===== src/rtl/uart_mem_bridge.sv =====
// UART command-frame bridge to the byte-addressable data memory.
// Decodes W/B/R frames, performs the access in a single EXEC cycle and streams the response bytes back.
module uart_mem_bridge #(
    parameter int ADDR_WIDTH     = 32,
    parameter int DEPTH          = 1024,
    parameter int TIMEOUT_CYCLES = 100000
) (
    input  logic                  clk,
    input  logic                  reset,
    input  logic [7:0]            rx_data,
    input  logic                  rx_valid,
    output logic [7:0]            tx_data,
    output logic                  tx_valid,
    input  logic                  tx_ready,
    output logic                  mem_we,
    output logic [ADDR_WIDTH-1:0] mem_addr,
    output logic [31:0]           mem_wd,
    output logic [1:0]            mem_size,
    input  logic [31:0]           mem_rd,
    output logic                  busy,
    output logic                  err_overrun
);

    typedef enum logic [2:0] {S_IDLE, S_ADDR, S_DATA, S_EXEC, S_RESP} state_t;

    localparam logic [7:0]    OP_W  = 8'h57;
    localparam logic [7:0]    OP_B  = 8'h42;
    localparam logic [7:0]    OP_R  = 8'h52;
    localparam logic [7:0]    ACK   = 8'h06;
    localparam logic [7:0]    NAK   = 8'h15;
    localparam int            TW    = $clog2(TIMEOUT_CYCLES + 1);
    localparam logic [TW-1:0] TMAX  = TW'(TIMEOUT_CYCLES);
    localparam logic [32:0]   DEPTH_L = 33'(DEPTH);

    state_t        r_state, w_next;
    logic [7:0]    r_op;
    logic [31:0]   r_addr;
    logic [31:0]   r_data;
    logic [31:0]   r_resp;
    logic [1:0]    r_cnt;
    logic [1:0]    r_left;
    logic [TW-1:0] r_timer;
    logic          r_tx_valid;
    logic [7:0]    r_tx_data;
    logic          r_err;

    logic          w_known;
    logic          w_last_data;
    logic          w_timeout;
    logic          w_accept;
    logic [32:0]   w_end;
    logic          w_oor;
    logic          w_we;

    assign w_known     = (rx_data == OP_W) || (rx_data == OP_B) || (rx_data == OP_R);
    assign w_last_data = (r_cnt == 2'd3) || (r_op == OP_B);
    assign w_timeout   = !rx_valid && (r_timer >= TMAX);
    assign w_accept    = r_tx_valid && tx_ready;
    // 33-bit sum so an address near 2^32 cannot wrap past the range check
    assign w_end       = {1'b0, r_addr} + ((r_op == OP_B) ? 33'd1 : 33'd4);
    assign w_oor       = w_end > DEPTH_L;

    always_comb begin
        w_next = r_state;
        w_we   = 1'b0;
        case (r_state)
            S_IDLE: if (rx_valid) w_next = w_known ? S_ADDR : S_RESP;
            S_ADDR: begin
                if (rx_valid && r_cnt == 2'd3) w_next = (r_op == OP_R) ? S_EXEC : S_DATA;
                else if (w_timeout)            w_next = S_IDLE;
            end
            S_DATA: begin
                if (rx_valid && w_last_data) w_next = S_EXEC;
                else if (w_timeout)          w_next = S_IDLE;
            end
            S_EXEC: begin
                w_next = S_RESP;
                w_we   = (r_op != OP_R) && !w_oor;
            end
            S_RESP: if (w_accept && r_left == 2'd0) w_next = S_IDLE;
            default: w_next = S_IDLE;
        endcase
    end

    always_ff @(posedge clk) begin
        if (reset) begin
            r_state    <= S_IDLE;
            r_op       <= '0;
            r_addr     <= '0;
            r_data     <= '0;
            r_resp     <= '0;
            r_cnt      <= '0;
            r_left     <= '0;
            r_timer    <= '0;
            r_tx_valid <= 1'b0;
            r_tx_data  <= '0;
            r_err      <= 1'b0;
        end else begin
            r_state <= w_next;
            case (r_state)
                S_IDLE: begin
                    if (rx_valid) begin
                        r_op    <= rx_data;
                        r_cnt   <= '0;
                        r_timer <= '0;
                        r_data  <= '0;
                        if (!w_known) begin
                            r_tx_valid <= 1'b1;
                            r_tx_data  <= NAK;
                            r_left     <= '0;
                        end
                    end
                end
                S_ADDR: begin
                    if (rx_valid) begin
                        r_addr[{r_cnt, 3'b000} +: 8] <= rx_data;
                        r_cnt   <= r_cnt + 2'd1;
                        r_timer <= '0;
                    end else begin
                        r_timer <= r_timer + TW'(1);
                    end
                end
                S_DATA: begin
                    if (rx_valid) begin
                        r_data[{r_cnt, 3'b000} +: 8] <= rx_data;
                        r_cnt   <= r_cnt + 2'd1;
                        r_timer <= '0;
                    end else begin
                        r_timer <= r_timer + TW'(1);
                    end
                end
                S_EXEC: begin
                    if (rx_valid) r_err <= 1'b1;
                    r_tx_valid <= 1'b1;
                    if (w_oor) begin
                        r_tx_data <= NAK;
                        r_left    <= '0;
                    end else if (r_op == OP_R) begin
                        r_tx_data <= mem_rd[7:0];
                        r_resp    <= {8'h00, mem_rd[31:8]};
                        r_left    <= 2'd3;
                    end else begin
                        r_tx_data <= ACK;
                        r_left    <= '0;
                    end
                end
                S_RESP: begin
                    if (rx_valid) r_err <= 1'b1;
                    if (w_accept) begin
                        if (r_left == 2'd0) begin
                            r_tx_valid <= 1'b0;
                        end else begin
                            r_tx_data <= r_resp[7:0];
                            r_resp    <= {8'h00, r_resp[31:8]};
                            r_left    <= r_left - 2'd1;
                        end
                    end
                end
                default: ;
            endcase
        end
    end

    assign tx_valid    = r_tx_valid;
    assign tx_data     = r_tx_data;
    assign mem_we      = w_we;
    assign mem_addr    = ADDR_WIDTH'(r_addr);
    assign mem_wd      = r_data;
    assign mem_size    = (r_op == OP_W) ? 2'b10 : 2'b00;
    assign busy        = (r_state != S_IDLE);
    assign err_overrun = r_err;

endmodule


===== config.mk =====
export PLATFORM = sky130hd
export DESIGN_NAME = uart_mem_bridge
export DESIGN_NICKNAME = d
export VERILOG_FILES = /design/src/rtl/uart_mem_bridge.sv
export SDC_FILE = /design/constraint.sdc
export NUM_CORES = 1
export LEC_CHECK = 0
export ABC_CLOCK_PERIOD_IN_PS = 4900
export BUFFER_PORTS_ARGS = -buffer_cell sky130_fd_sc_hd__buf_2
export CAP_MARGIN = 20
export CORE_MARGIN = 2
export CORE_UTILIZATION = 56
export DETAILED_ROUTE_END_ITERATION = 10
export PLACE_DENSITY = 0.91
export SYNTH_ARGS = -nofsm -noshare
export SYNTH_HDL_FRONTEND = slang
export SYNTH_SLANG_ARGS = --single-unit

===== constraint.sdc =====
create_clock -name clk -period 4.9 [get_ports clk]
set_input_delay 0.245 -clock clk [delete_from_list [all_inputs] [get_ports clk]]
set_output_delay 0.245 -clock clk [all_outputs]
set_load 0.01 [all_outputs]

==> run summary <==
Area contributors post-synth = dfxtp_1, a21oi_1, nand2_1
gr usage total = 28.6%
row count = 39
via density per instance = 6.28
number of H-tree levels = 4
initial core utilization = 57.5%
Chip Width = 112 um
slew at the pin with the worst max-slew slack = 1.11 ns
Synth Flop Type = dfxtp_1
Post-Syn Nets = 918
layout cells sized above 1 = 18.0%
via count = 6,921
DRC errors left = 0
Post-synth EDFFs = 0
clock transition at the registers of the reported paths = 0.06 ns
FF+latch count, synth = 130
Max Fclk = 213 MHz
Worst EP required = 5.19 ns
Mapped Area = 0.00657 mm^2
n_diodes = 0
Detailed Route WL = 18.4 mm
Startpoint Class = flop
Layout Skew = 0.00659 ns
Final setup viols = 0
TritonCTS Buffers = 17
CTS max path bufs = 2
Tot Pwr = 2.57 mW
Yosys top cell by area = dfxtp_1
worst setup path category = reg -> reg
Finished Core Util = 68.1%
maxcap violations = 0
asr flop ratio synth = 0%
Hold Violations, Final = 0
post-DP HPWL = 12.1 mm
I/O pin count = 122
vias in the first global route = 6,197
first-pass GRT wire length = 29.6 mm
global route total overflow = 0
worst hold path type = in -> reg
TritonRoute pass-1 iters = 5
Hold Path Depth = 2
CTS tree = yes
RSZ-0062 raised after global routing = false
final worst path period need = 4.70 ns
register area share after synthesis = 39.6%
CTS Root Cell = clkbuf_16
Die ar. = 0.0126 mm^2
CP cell instances = nor2b_1 -> nand3_1 -> nor4_2 -> inv_1 -> ha_1 -> a31oi_1 -> or4b_1 -> nor4_1 -> o22ai_1 -> or4_4 -> or4b_4 -> a32oi_2 -> o21ai_0
initial antenna violation count = 0
CP max stage delay = 0.69 ns
Post-DRT Antenna Nets = 0
fill cell count = 937
setup TNS = 0 ns
area delta synth->final = 18.5%
Leak = 3.10 nW
final period utilization = 96.0%
Avg Inst Size Synth = 7.62 um^2
most frequent cell after synthesis = dfxtp_1
core box area = 0.0114 mm^2
critical path arrival = 4.99 ns
Worst VDD drop = 0.000283 V
DRT iter0 DRCs = 773
Nets = 1,002
crit-path max FO = 21
Clock Latency Late Sink = 0.42 ns
Synth top cells by count = dfxtp_1, nand2_1, nor2_1
crit path capture type = flop
routed length per placed instance = 16.7 um
Max Slew Vio Count = 0
largest net degree at the start of global routing = 83
Clock Sink Count = 130
Cell Pwr Density = 330 mW/mm^2
Synth Warn # = 0
Netlist cell types = 69
Die Y = 112 um
top-area cell type share of the netlist area = 39.6%
setup bufs post-CTS = 0
status = finished clean
Worst path slowest cell = or4b_4
cells after synthesis = 862
Worst Reg2Reg Path Length in Cells = 13
Port Buf Inserts = 120
Placer Congestion = 0.940
relative slew slack = 26.1%
[stage by stage]
step	hold slack (ns)	instances	cell area (um^2)	worst slack (ns)
5_1_grt	0.0255	1102	7780	0.0210
4_1_cts	0.0118	1100	7760	0.0989
3_5_place_dp	0.442	1068	7140	0.108
2_1_floorplan	0.354	862	6570	0.920
6_report	0.0143	1102	7780	0.198
3_3_place_gp	0.434	1066	7120	0.345
[placed cells by master (no fill, tap or decap), drive strengths merged, types with 4 or more instances in the layout]
master	instances
a211oi	7
a21oi	83
or3	19
o21a	5
nand2	100
nor4b	6
a311oi	4
clkinv	5
a31oi	6
buf	128
clkbuf	20
a21o	8
mux2i	6
nor2b	4
nand3	54
and3	14
nor2	93
nand4	16
inv	38
o22ai	18
o211ai	5
ha	12
dfxtp	130
a22oi	37
nor3b	5
nor3	15
o21ai	49
and2	9
nor4	10
a211o	4
[cells by family after synthesis]
| logic type | Yosys count | share of synthesized area (%) |
|---|---|---|
| buffers and inverters | 100 | 5.97 |
| AO/OA/AOI/OAI | 246 | 23.5 |
| adder cells (fa/ha/maj) | 12 | 2.29 |
| AND/OR/NAND/NOR | 362 | 27.0 |
| XOR/XNOR | 5 | 0.667 |
| other | 1 | 0.0571 |
| flip-flops | 130 | 39.6 |
| multiplexers | 6 | 0.915 |
[per-layer routing]
layer,up-vias,wire length (um),GRT usage [%]
met5,-,0,0
met2,338,8800,46.3
met4,0,546,13.4
met1,3250,7610,36.8
li1,3275,-,-
met3,58,1460,5.67
[worst max-delay path: cells and delay by family, from the launching register on]
kind                     cells  cell delay [ns]
AND/OR/NAND/NOR              7             2.83
flip-flops                   1             0.32
AO/OA/AOI/OAI                4             0.88
adder cells (fa/ha/maj)      1             0.42
buffers and inverters        1             0.10
[cell type report]
class	count	area (um^2)	area share (%)
Clock buffer	20	467	6.00
Timing Repair Buffer	128	658	8.46
Inverter	37	139	1.78
Multi-Input combinational cell	632	3580	46.0
Tap cell	143	179	2.30
Clock inverter	12	154	1.98
Sequential cell	130	2600	33.4
[flip-flops by register name, indices dropped and copies added, names as in the netlist]
name         flops
mem_addr        32
err_overrun      1
r_left           2
r_resp          24
tx_data          8
r_timer         17
r_state          3
r_cnt            2
tx_valid         1
mem_wd          32
r_op             8
[power breakdown]
group / switching, mW / internal [mW] / total (mW)
clock: 0.479 / 0.840 / 1.32
combinational: 0.116 / 0.0529 / 0.169
sequential: 0.0119 / 1.07 / 1.08
total: 0.606 / 1.96 / 2.57
[path summary, 6_finish.rpt]
check / start / endpoint / slack [ns]
max: r_op[6] / r_resp[18] / 0.20
min: mem_rd[5] / tx_data[5] / 0.01
max reg2reg: r_op[6] / r_resp[18] / 0.20
min reg2reg: r_resp[12] / r_resp[12] / 0.45
[what timing repair did]
| action | CTS | global route |
|---|---|---|
| endpoints found under the setup margin | 9 | 10 |
| hold buffers | 0 | 0 |
| gates resized for setup | 1 | 2 |
| gates cloned | 0 | 0 |
| hold endpoints to repair | 0 | 0 |
(Power assumes the default switching activity.)
